**src/rtl/treeadder_feeder_pkg.sv**
```systemverilog
// Shared constants and types for the 8-lane tree-adder feeder and its
// latency tracker.
package treeadder_feeder_pkg;

  localparam int LANES     = 8;
  localparam int ADDER_LAT = 4;
  localparam int IDX_W     = $clog2(LANES);

  typedef struct packed {
    logic vld;
    logic last;
  } tag_t;

  // Bit offset of lane k inside a packed LANES*width bus.
  function automatic int lane_lsb(input int lane, input int width);
    return lane * width;
  endfunction

endpackage

```
**src/rtl/treeadder_feeder_if.sv**
```systemverilog
// Serial valid/ready word stream with an end-of-vector marker.
interface treeadder_feeder_if #(
  parameter int WIDTH = 16
);
  logic [WIDTH-1:0] s_data;
  logic             s_valid;
  logic             s_last;
  logic             s_ready;

  modport master (output s_data, output s_valid, output s_last, input s_ready);
  modport slave  (input s_data, input s_valid, input s_last, output s_ready);
endinterface

```
**src/rtl/treeadder_feeder_latency_tracker.sv**
```systemverilog
// Fixed-depth delay line of {valid, last} tags that shadows a free-running
// pipeline so side-band flags emerge aligned with its output.
module treeadder_feeder_latency_tracker
  import treeadder_feeder_pkg::*;
#(
  parameter int DEPTH = ADDER_LAT
) (
  input  logic clk,
  input  logic en,
  input  logic clr,
  input  tag_t tag_in,
  output tag_t tag_out
);

  tag_t tag_p [DEPTH];

  // Stage 0 .. DEPTH-1: one tag per pipeline register of the shadowed datapath
  always_ff @(posedge clk) begin
    if (clr) begin
      for (int i = 0; i < DEPTH; i++) tag_p[i] <= '0;
    end else if (en) begin
      tag_p[0] <= tag_in;
      for (int i = 1; i < DEPTH; i++) tag_p[i] <= tag_p[i-1];
    end
  end

  assign tag_out = tag_p[DEPTH-1];

endmodule

```
**src/rtl/treeadder_feeder.sv**
```systemverilog
// Packs a serial word stream into zero-padded 8-lane groups for the
// pipelined tree adder and flags when each group's sum reaches its output.
module treeadder_feeder
  import treeadder_feeder_pkg::*;
#(
  parameter int WIDTH = 16
) (
  input  logic                   clk,
  input  logic                   rst_n,
  input  logic                   clr,
  treeadder_feeder_if.slave      s,
  output logic [LANES*WIDTH-1:0] lanes_out,
  output logic                   issue,
  output logic                   adder_en,
  output logic                   adder_clr,
  output logic                   sum_valid,
  output logic                   sum_last,
  output logic [7:0]             grp_cnt
);

  logic                   flush;
  logic                   accept;
  logic                   close;
  logic [IDX_W-1:0]       lane_idx;
  logic [WIDTH-1:0]       pack_buf [LANES];
  logic [LANES*WIDTH-1:0] group_flat;
  logic                   issue_last;
  tag_t                   tag_in;
  tag_t                   tag_out;

  assign flush     = !rst_n || clr;
  assign s.s_ready = rst_n && !clr;
  assign adder_clr = clr;
  assign accept    = s.s_valid && s.s_ready;
  assign close     = accept && (s.s_last || lane_idx == IDX_W'(LANES - 1));

  // Slots above the closing word are forced to zero so a short final group
  // never carries words from an earlier group into the sum.
  always_comb begin
    group_flat = '0;
    for (int k = 0; k < LANES; k++) begin
      if (k < int'(lane_idx))
        group_flat[lane_lsb(k, WIDTH) +: WIDTH] = pack_buf[k];
      else if (k == int'(lane_idx))
        group_flat[lane_lsb(k, WIDTH) +: WIDTH] = s.s_data;
    end
  end

  always_ff @(posedge clk) begin
    if (!rst_n) adder_en <= 1'b0;
    else        adder_en <= 1'b1;
  end

  // Pack stage: gather words, launch a group onto the lane bus on close
  always_ff @(posedge clk) begin
    if (flush) begin
      lanes_out  <= '0;
      issue      <= 1'b0;
      issue_last <= 1'b0;
      lane_idx   <= '0;
      grp_cnt    <= '0;
      for (int k = 0; k < LANES; k++) pack_buf[k] <= '0;
    end else begin
      issue      <= close;
      issue_last <= close && s.s_last;
      lanes_out  <= close ? group_flat : '0;

      if (accept) begin
        if (close) begin
          lane_idx <= '0;
          for (int k = 0; k < LANES; k++) pack_buf[k] <= '0;
        end else begin
          pack_buf[lane_idx] <= s.s_data;
          lane_idx           <= lane_idx + IDX_W'(1);
        end
      end

      // A vector's count is visible for one cycle after its last group,
      // then restarts; a group closing on that same edge counts as the first.
      if (issue && issue_last)
        grp_cnt <= close ? 8'd1 : 8'd0;
      else if (close && grp_cnt != 8'hFF)
        grp_cnt <= grp_cnt + 8'd1;
    end
  end

  assign tag_in = '{vld: issue, last: issue_last};

  // Adder stages 0..ADDER_LAT-1: tags ride alongside the adder's registers
  treeadder_feeder_latency_tracker #(
    .DEPTH (ADDER_LAT)
  ) u_latency_tracker (
    .clk     (clk),
    .en      (adder_en),
    .clr     (flush),
    .tag_in  (tag_in),
    .tag_out (tag_out)
  );

  assign sum_valid = tag_out.vld;
  assign sum_last  = tag_out.last;

endmodule

```
**src/flat_wrapper.sv**
```systemverilog
// flat-port wrapper written by rule: the top's interface ports become plain ports
module treeadder_feeder_flat import treeadder_feeder_pkg::*;
#(
  parameter int WIDTH = 16
)
  (clk, rst_n, clr, lanes_out, issue, adder_en, adder_clr, sum_valid, sum_last, grp_cnt, s_s_data, s_s_valid, s_s_last, s_s_ready);
  treeadder_feeder_if #(.WIDTH(WIDTH)) s_i ();
  input  logic clk;
  input  logic rst_n;
  input  logic clr;
  output logic [LANES*WIDTH-1:0] lanes_out;
  output logic issue;
  output logic adder_en;
  output logic adder_clr;
  output logic sum_valid;
  output logic sum_last;
  output logic [7:0] grp_cnt;
  input wire logic [$bits(s_i.s_data)-1:0] s_s_data;
  input wire logic [$bits(s_i.s_valid)-1:0] s_s_valid;
  input wire logic [$bits(s_i.s_last)-1:0] s_s_last;
  output wire logic [$bits(s_i.s_ready)-1:0] s_s_ready;
  assign s_i.s_data = s_s_data;
  assign s_i.s_valid = s_s_valid;
  assign s_i.s_last = s_s_last;
  assign s_s_ready = s_i.s_ready;
  treeadder_feeder #(.WIDTH(WIDTH)) u_core (.clk(clk), .rst_n(rst_n), .clr(clr), .s(s_i), .lanes_out(lanes_out), .issue(issue), .adder_en(adder_en), .adder_clr(adder_clr), .sum_valid(sum_valid), .sum_last(sum_last), .grp_cnt(grp_cnt));
endmodule
```
**config.mk**
```make
export PLATFORM = sky130hd
export DESIGN_NAME = treeadder_feeder_flat
export DESIGN_NICKNAME = d
export VERILOG_FILES = /design/src/rtl/treeadder_feeder_pkg.sv /design/src/rtl/treeadder_feeder_if.sv /design/src/rtl/treeadder_feeder_latency_tracker.sv /design/src/rtl/treeadder_feeder.sv /design/src/flat_wrapper.sv
export SDC_FILE = /design/constraint.sdc
export NUM_CORES = 1
export LEC_CHECK = 0
export ABC_AREA = 1
export CAP_MARGIN = 20
export CORE_MARGIN = 4
export CORE_UTILIZATION = 45
export CTS_BUF_LIST = sky130_fd_sc_hd__clkbuf_4 sky130_fd_sc_hd__clkbuf_8
export CTS_CLUSTER_SIZE = 10
export DETAILED_ROUTE_END_ITERATION = 10
export DONT_BUFFER_PORTS = 1
export PLACE_DENSITY = 0.68
export REMOVE_ABC_BUFFERS = 1
export SKIP_CTS_REPAIR_TIMING = 1
export SLEW_MARGIN = 40
export SYNTH_ARGS = -nofsm -noshare
export SYNTH_HDL_FRONTEND = slang
export SYNTH_SLANG_ARGS = --single-unit
```
**constraint.sdc**
```tcl
create_clock -name clk -period 3.5 [get_ports clk]
set_input_delay 0.525 -clock clk [delete_from_list [all_inputs] [get_ports clk]]
set_output_delay 0.525 -clock clk [all_outputs]
set_load 0.01 [all_outputs]
```
# Yosys cells after proc, flatten, opt, wreduce, memory -nomap -nowiden
# Memories as Yosys holds them, arrays and structs flattened.
# Cells that the tools add are included.
[word_totals]
register_bits = 142
memories = 2
latchBits = 0
mem_bits_ro = 0
inputBits = 21
mem_bits_rw = 136
[classes]
n_div = 0
shifts = 0
addsub = 2
n_eq_ne = 9
bitwise = 14
reduce_logical = 15
n_lt_le_gt_ge = 7
multipliers = 0
muxes = 47
[memory_table]
columns = ["memory", "depth", "word_bits", "read_ports", "rd_ports_with_merged_regs", "write_ports", "line_no", "text"]
rows = [
  ["u_core.pack_buf", 8, 16, 7, 0, 8, "treeadder_feeder.sv:25", "logic [WIDTH-1:0] pack_buf [LANES];"],
  ["u_core.u_latency_tracker.tag_p", 4, 2, 4, 0, 4, "treeadder_feeder_latency_tracker.sv:15", "tag_t tag_p [DEPTH];"],
]
[op_table]
columns = ["cell", "n"]
rows = [
  ["2-to-1 mux 16 bit", 23],
  ["2-to-1 mux 1 bit", 16],
  ["2-to-1 mux 8 bit", 2],
  ["OR reduction 16 bit", 1],
  ["equality test 3 bit (first input constant)", 4],
  ["bitwise OR 1 bit", 12],
  ["less-than comparator 3 bit (first input constant)", 3],
  ["adder 8 x 1 -> 8 bit (second input constant)", 1],
  ["2-to-1 mux 2 bit", 4],
  ["inequality test 8 bit (second input constant)", 1],
  ["equality test 2 x 3 -> 1 bit (first input constant)", 2],
  ["logical AND 1 bit", 6],
  ["less-than comparator 1 x 3 -> 1 bit (first input constant)", 2],
  ["less-than comparator 2 x 3 -> 1 bit (first input constant)", 2],
  ["2-to-1 mux 3 bit", 2],
  ["adder 3 x 1 -> 3 bit (second input constant)", 1],
  ["equality test 1 x 3 -> 1 bit (first input constant)", 1],
  ["equality test 3 bit (second input constant)", 1],
  ["logical NOT 3 bit", 1],
  ["OR reduction 3 bit", 1],
  ["logical NOT 1 bit", 2],
  ["logical OR 1 bit", 2],
  ["NOT 1 bit", 2],
  ["nonzero test 2 bit", 1],
  ["OR reduction 2 bit", 1],
]

# Depth between registers and ports, before layout
[logic_depth]
ltp_word = 10
depth_mapped = 10
mapped_depth_nobuf = 8

# By module
# From an unflattened synthesis, not the netlist that was laid out.
[hier_totals]
cells_unflattened = 976
hier_area_um2 = 9557.9
[modules_own_cells]
columns = ["mod", "cells_each", "seq_area_each_um2", "area_each_um2", "instances"]
rows = [
  ["treeadder_feeder", 949, 6206.0, 9241.4, 1],
  ["treeadder_feeder_latency_tracker", 27, 240.2, 316.6, 1],
]

# Least setup slack after synthesis
# Ideal clock, no wire load.
[synth_path]
path_type = "register -> register"
startpoint = "register u_core.lane_idx[1]"
endpoint = "memory u_core.pack_buf[5][0], enable pin"
setup_ps = 411
path_stages_with_launch = 7
t_arrival_ps = 2381
setup_slack_ps = 708
cell_sequence = "dfxtp_1 -> ha_1 -> ha_1 -> nor2_4 -> nand2_4 -> buf_6 -> o21ai_0"
[synth_rtl]
columns = ["item", "line_no", "text"]
rows = [
  ["start, declared", "treeadder_feeder.sv:24", "logic [IDX_W-1:0] lane_idx;"],
  ["start signal, assigned", "treeadder_feeder.sv:74", "lane_idx <= lane_idx + IDX_W'(1);"],
  ["end, declared", "treeadder_feeder.sv:25", ""],
]

==> impl_metrics.py <==
metrics = {
    "status": {
        "run_status": "complete, no violations",
    },
    "setup_path": {
        "crit_path_max_fanout": 21,
        "startpoint_type": "flop",
        "path_cells": "ha_1, ha_1, nor2_4, nand2_4, nor2_4, nand2_2, nand2_1",
        "path_class": "flop to flop",
        "crit_arrival_ns": 3.00,
        "max_stage_delay_ns": 0.58,
        "worstPathRequired_ns": 3.67,
        "critical-path-slowest-cell": "nand2_1",
        "critPathCaptureType": "flop",
    },
    "routing": {
        "ant_nets": 0,
        "firstDrtPassIters": 5,
        "via_per_inst": 5.24,
        "drc": 0,
        "drt_iter0_markers": 751,
        "via_count": 6748,
        "wirelength_um": 24700,
        "wl_per_cell_um": 19.2,
    },
    "worst_hold_path": {
        "hold_class": "input pin to flop",
    },
    "power": {
        "p_leak_nw": 4.16,
        "vdd_drop_max_mv": 0.312,
        "power_density_nw_per_um2": 578,
    },
    "clocking": {
        "ctsHtreeMaxLevel": 2,
        "clk_pin_slew_ns": 0.06,
        "cts_sinks": 262,
        "cts-buffers-inserted": 43,
        "clk_path_buf_depth": 3,
        "clock_latency_ns": 0.55,
        "cts-root-buf": "clkbuf_8",
        "cts_tree": "done",
    },
    "sta": {
        "tightest_slew_ns": 0.757,
        "post-route-period-util_pct": 80.8,
        "rsz0062_at_grt": "false",
        "fmax_mhz": 353,
        "finalSetupViolations": 0,
        "finalCriticalPeriod_ns": 2.83,
        "relSlewSlack_pct": 49.6,
        "fin_ws_ns": 0.671,
        "drv_slew": 0,
        "fin_skew_ns": 0.0283,
        "tns_ns": 0,
        "finalHoldViolations": 0,
    },
    "floorplanning": {
        "die_w_um": 155,
        "pin_count": 163,
        "rows": 53,
        "die_h_um": 155,
        "initial_core_util_pct": 46.0,
        "die_area_um2": 24000,
        "coreArea_um2": 21200,
    },
    "synth": {
        "synth_top_area_share_pct": 37.0,
        "synthFlopType": "dfxtp_1",
        "ys_types": 29,
        "synth-seq-area-share_pct": 66.2,
        "synthTopCellsByArea": "edfxtp_1, dfxtp_1, nor2_1",
        "avgSynthCellArea_um2": 9.97,
        "synth_warnings": 0,
        "synthCells": 976,
        "post-synth-top-count-cell": "nor2_1",
        "synth_edf_count": 120,
        "yosys_register_bits": 262,
        "ys_top_cells_by_count": "nor2_1, nand2_1, dfxtp_1",
        "syn_area_um2": 9730,
        "synth_area_leader_cell": "edfxtp_1",
        "ys_async_sr_fraction_pct": 0,
    },
    "layout": {
        "drive_above_1_share_pct": 11.1,
        "final_area_um2": 10800,
        "syn_to_final_growth_pct": 10.9,
        "multi_input_area_um2": 2640,
        "antenna_cells": 0,
        "nets": 1008,
        "ff_latch_area_um2": 6450,
        "nFillCells": 1869,
    },
    "global_route": {
        "grt_max_degree": 81,
        "grt_pass1_wl_um": 37500,
        "grt_use_total_pct": 20.0,
        "grt-ovfl-total": 0,
        "antenna_found_initial": 0,
        "grt_pass1_vias": 6554,
    },
    "placed_design": {
        "dpl_worst_slack_ns": 0.717,
        "gp_congestion": 0.871,
        "dpl.hpwl_um": 16200,
        "port_buffers": 0,
        "dpl_cell_area_um2": 9850,
    },
    "job": {
        "drv_cap": 0,
    },
}
area by class of cell:
| class | count | area share [%] |
|---|---|---|
| flip-flops and latches | 262 | 59.7 |
| well taps | 275 | 3.19 |
| repair buffers | 6 | 0.556 |
| inverters | 97 | 3.43 |
| multi-input cells | 570 | 24.4 |
| clock buffers | 67 | 7.79 |
| clock inverters | 12 | 0.892 |
power breakdown:
part	leakage (nW)	internal, mW	switching [mW]
combinational	1.17	0.0227	0.114
clock	0.495	1.61	1.20
sequential	2.49	3.27	0.0254
total	4.16	4.90	1.33
layout by cell type, fill, tap and decap left out, drive strengths merged, types with 7 or more instances in the layout:
master,count
dfxtp,142
edfxtp,120
nor2,209
o21ai,53
nand3,15
ha,7
nand2,174
o22ai,16
inv,97
a21oi,73
clkbuf,67
clkinv,8
a22oi,17
path summary, 6_finish.rpt:
check	startpoint	end	slack (ns)	depth (start not counted)
worst min-delay path	s_s_last	u_core.issue_last	0.11	2
worst max-delay path	u_core.lane_idx[0]	u_core.pack_buf[6][8]	0.67	7
worst max register to register	u_core.lane_idx[0]	u_core.pack_buf[6][8]	0.67	7
worst min register to register	u_core.pack_buf[6][0]	u_core.lanes_out[96]	0.51	2
registers in the layout, indices dropped and copies added, names as in the netlist:
register and count:
u_core.issue 1, u_core.issue_last 1, u_core.lane_idx 3, u_core.u_latency_tracker.tag_p 8
u_core.pack_buf 112, u_core.adder_en 1, u_core.lanes_out 128, u_core.grp_cnt 8
routing by layer:
| metal | vias to the layer above | track usage, % | wire length [µm] |
|---|---|---|---|
| li1 | 3179 | - | - |
| met1 | 3139 | 27.2 | 10200 |
| met2 | 358 | 30.6 | 11000 |
| met3 | 72 | 5.17 | 2340 |
| met4 | 0 | 8.62 | 1080 |
| met5 | - | 0 | 0 |
per-stage QoR:
step / cells / hold slack [ns] / power, mW / util (%)
detailed placement: 1209 / 0.502 / 3.49 / 46.5
global placement: 1209 / 0.498 / 3.48 / 46.5
CTS: 1288 / -0.00430 / 6.28 / 51.0
floorplan: 929 / 0.469 / 3.44 / -
global route: 1289 / 0.103 / 6.44 / 51.0
finish: 1289 / 0.109 / 6.24 / 51.0
kinds of logic after synthesis:
logic type      synth area share [%]
compound gates                  8.97
buf+inv                         6.68
flops                           66.2
fa+ha+maj                      0.900
simple gates                    17.2
worst max-delay path, delay by kind of cell (launching register included):
kind / cells / cell delay, ns
fa+ha+maj: 2 / 0.52
flops: 1 / 0.47
simple gates: 5 / 1.47
(Power assumes the default switching activity.)
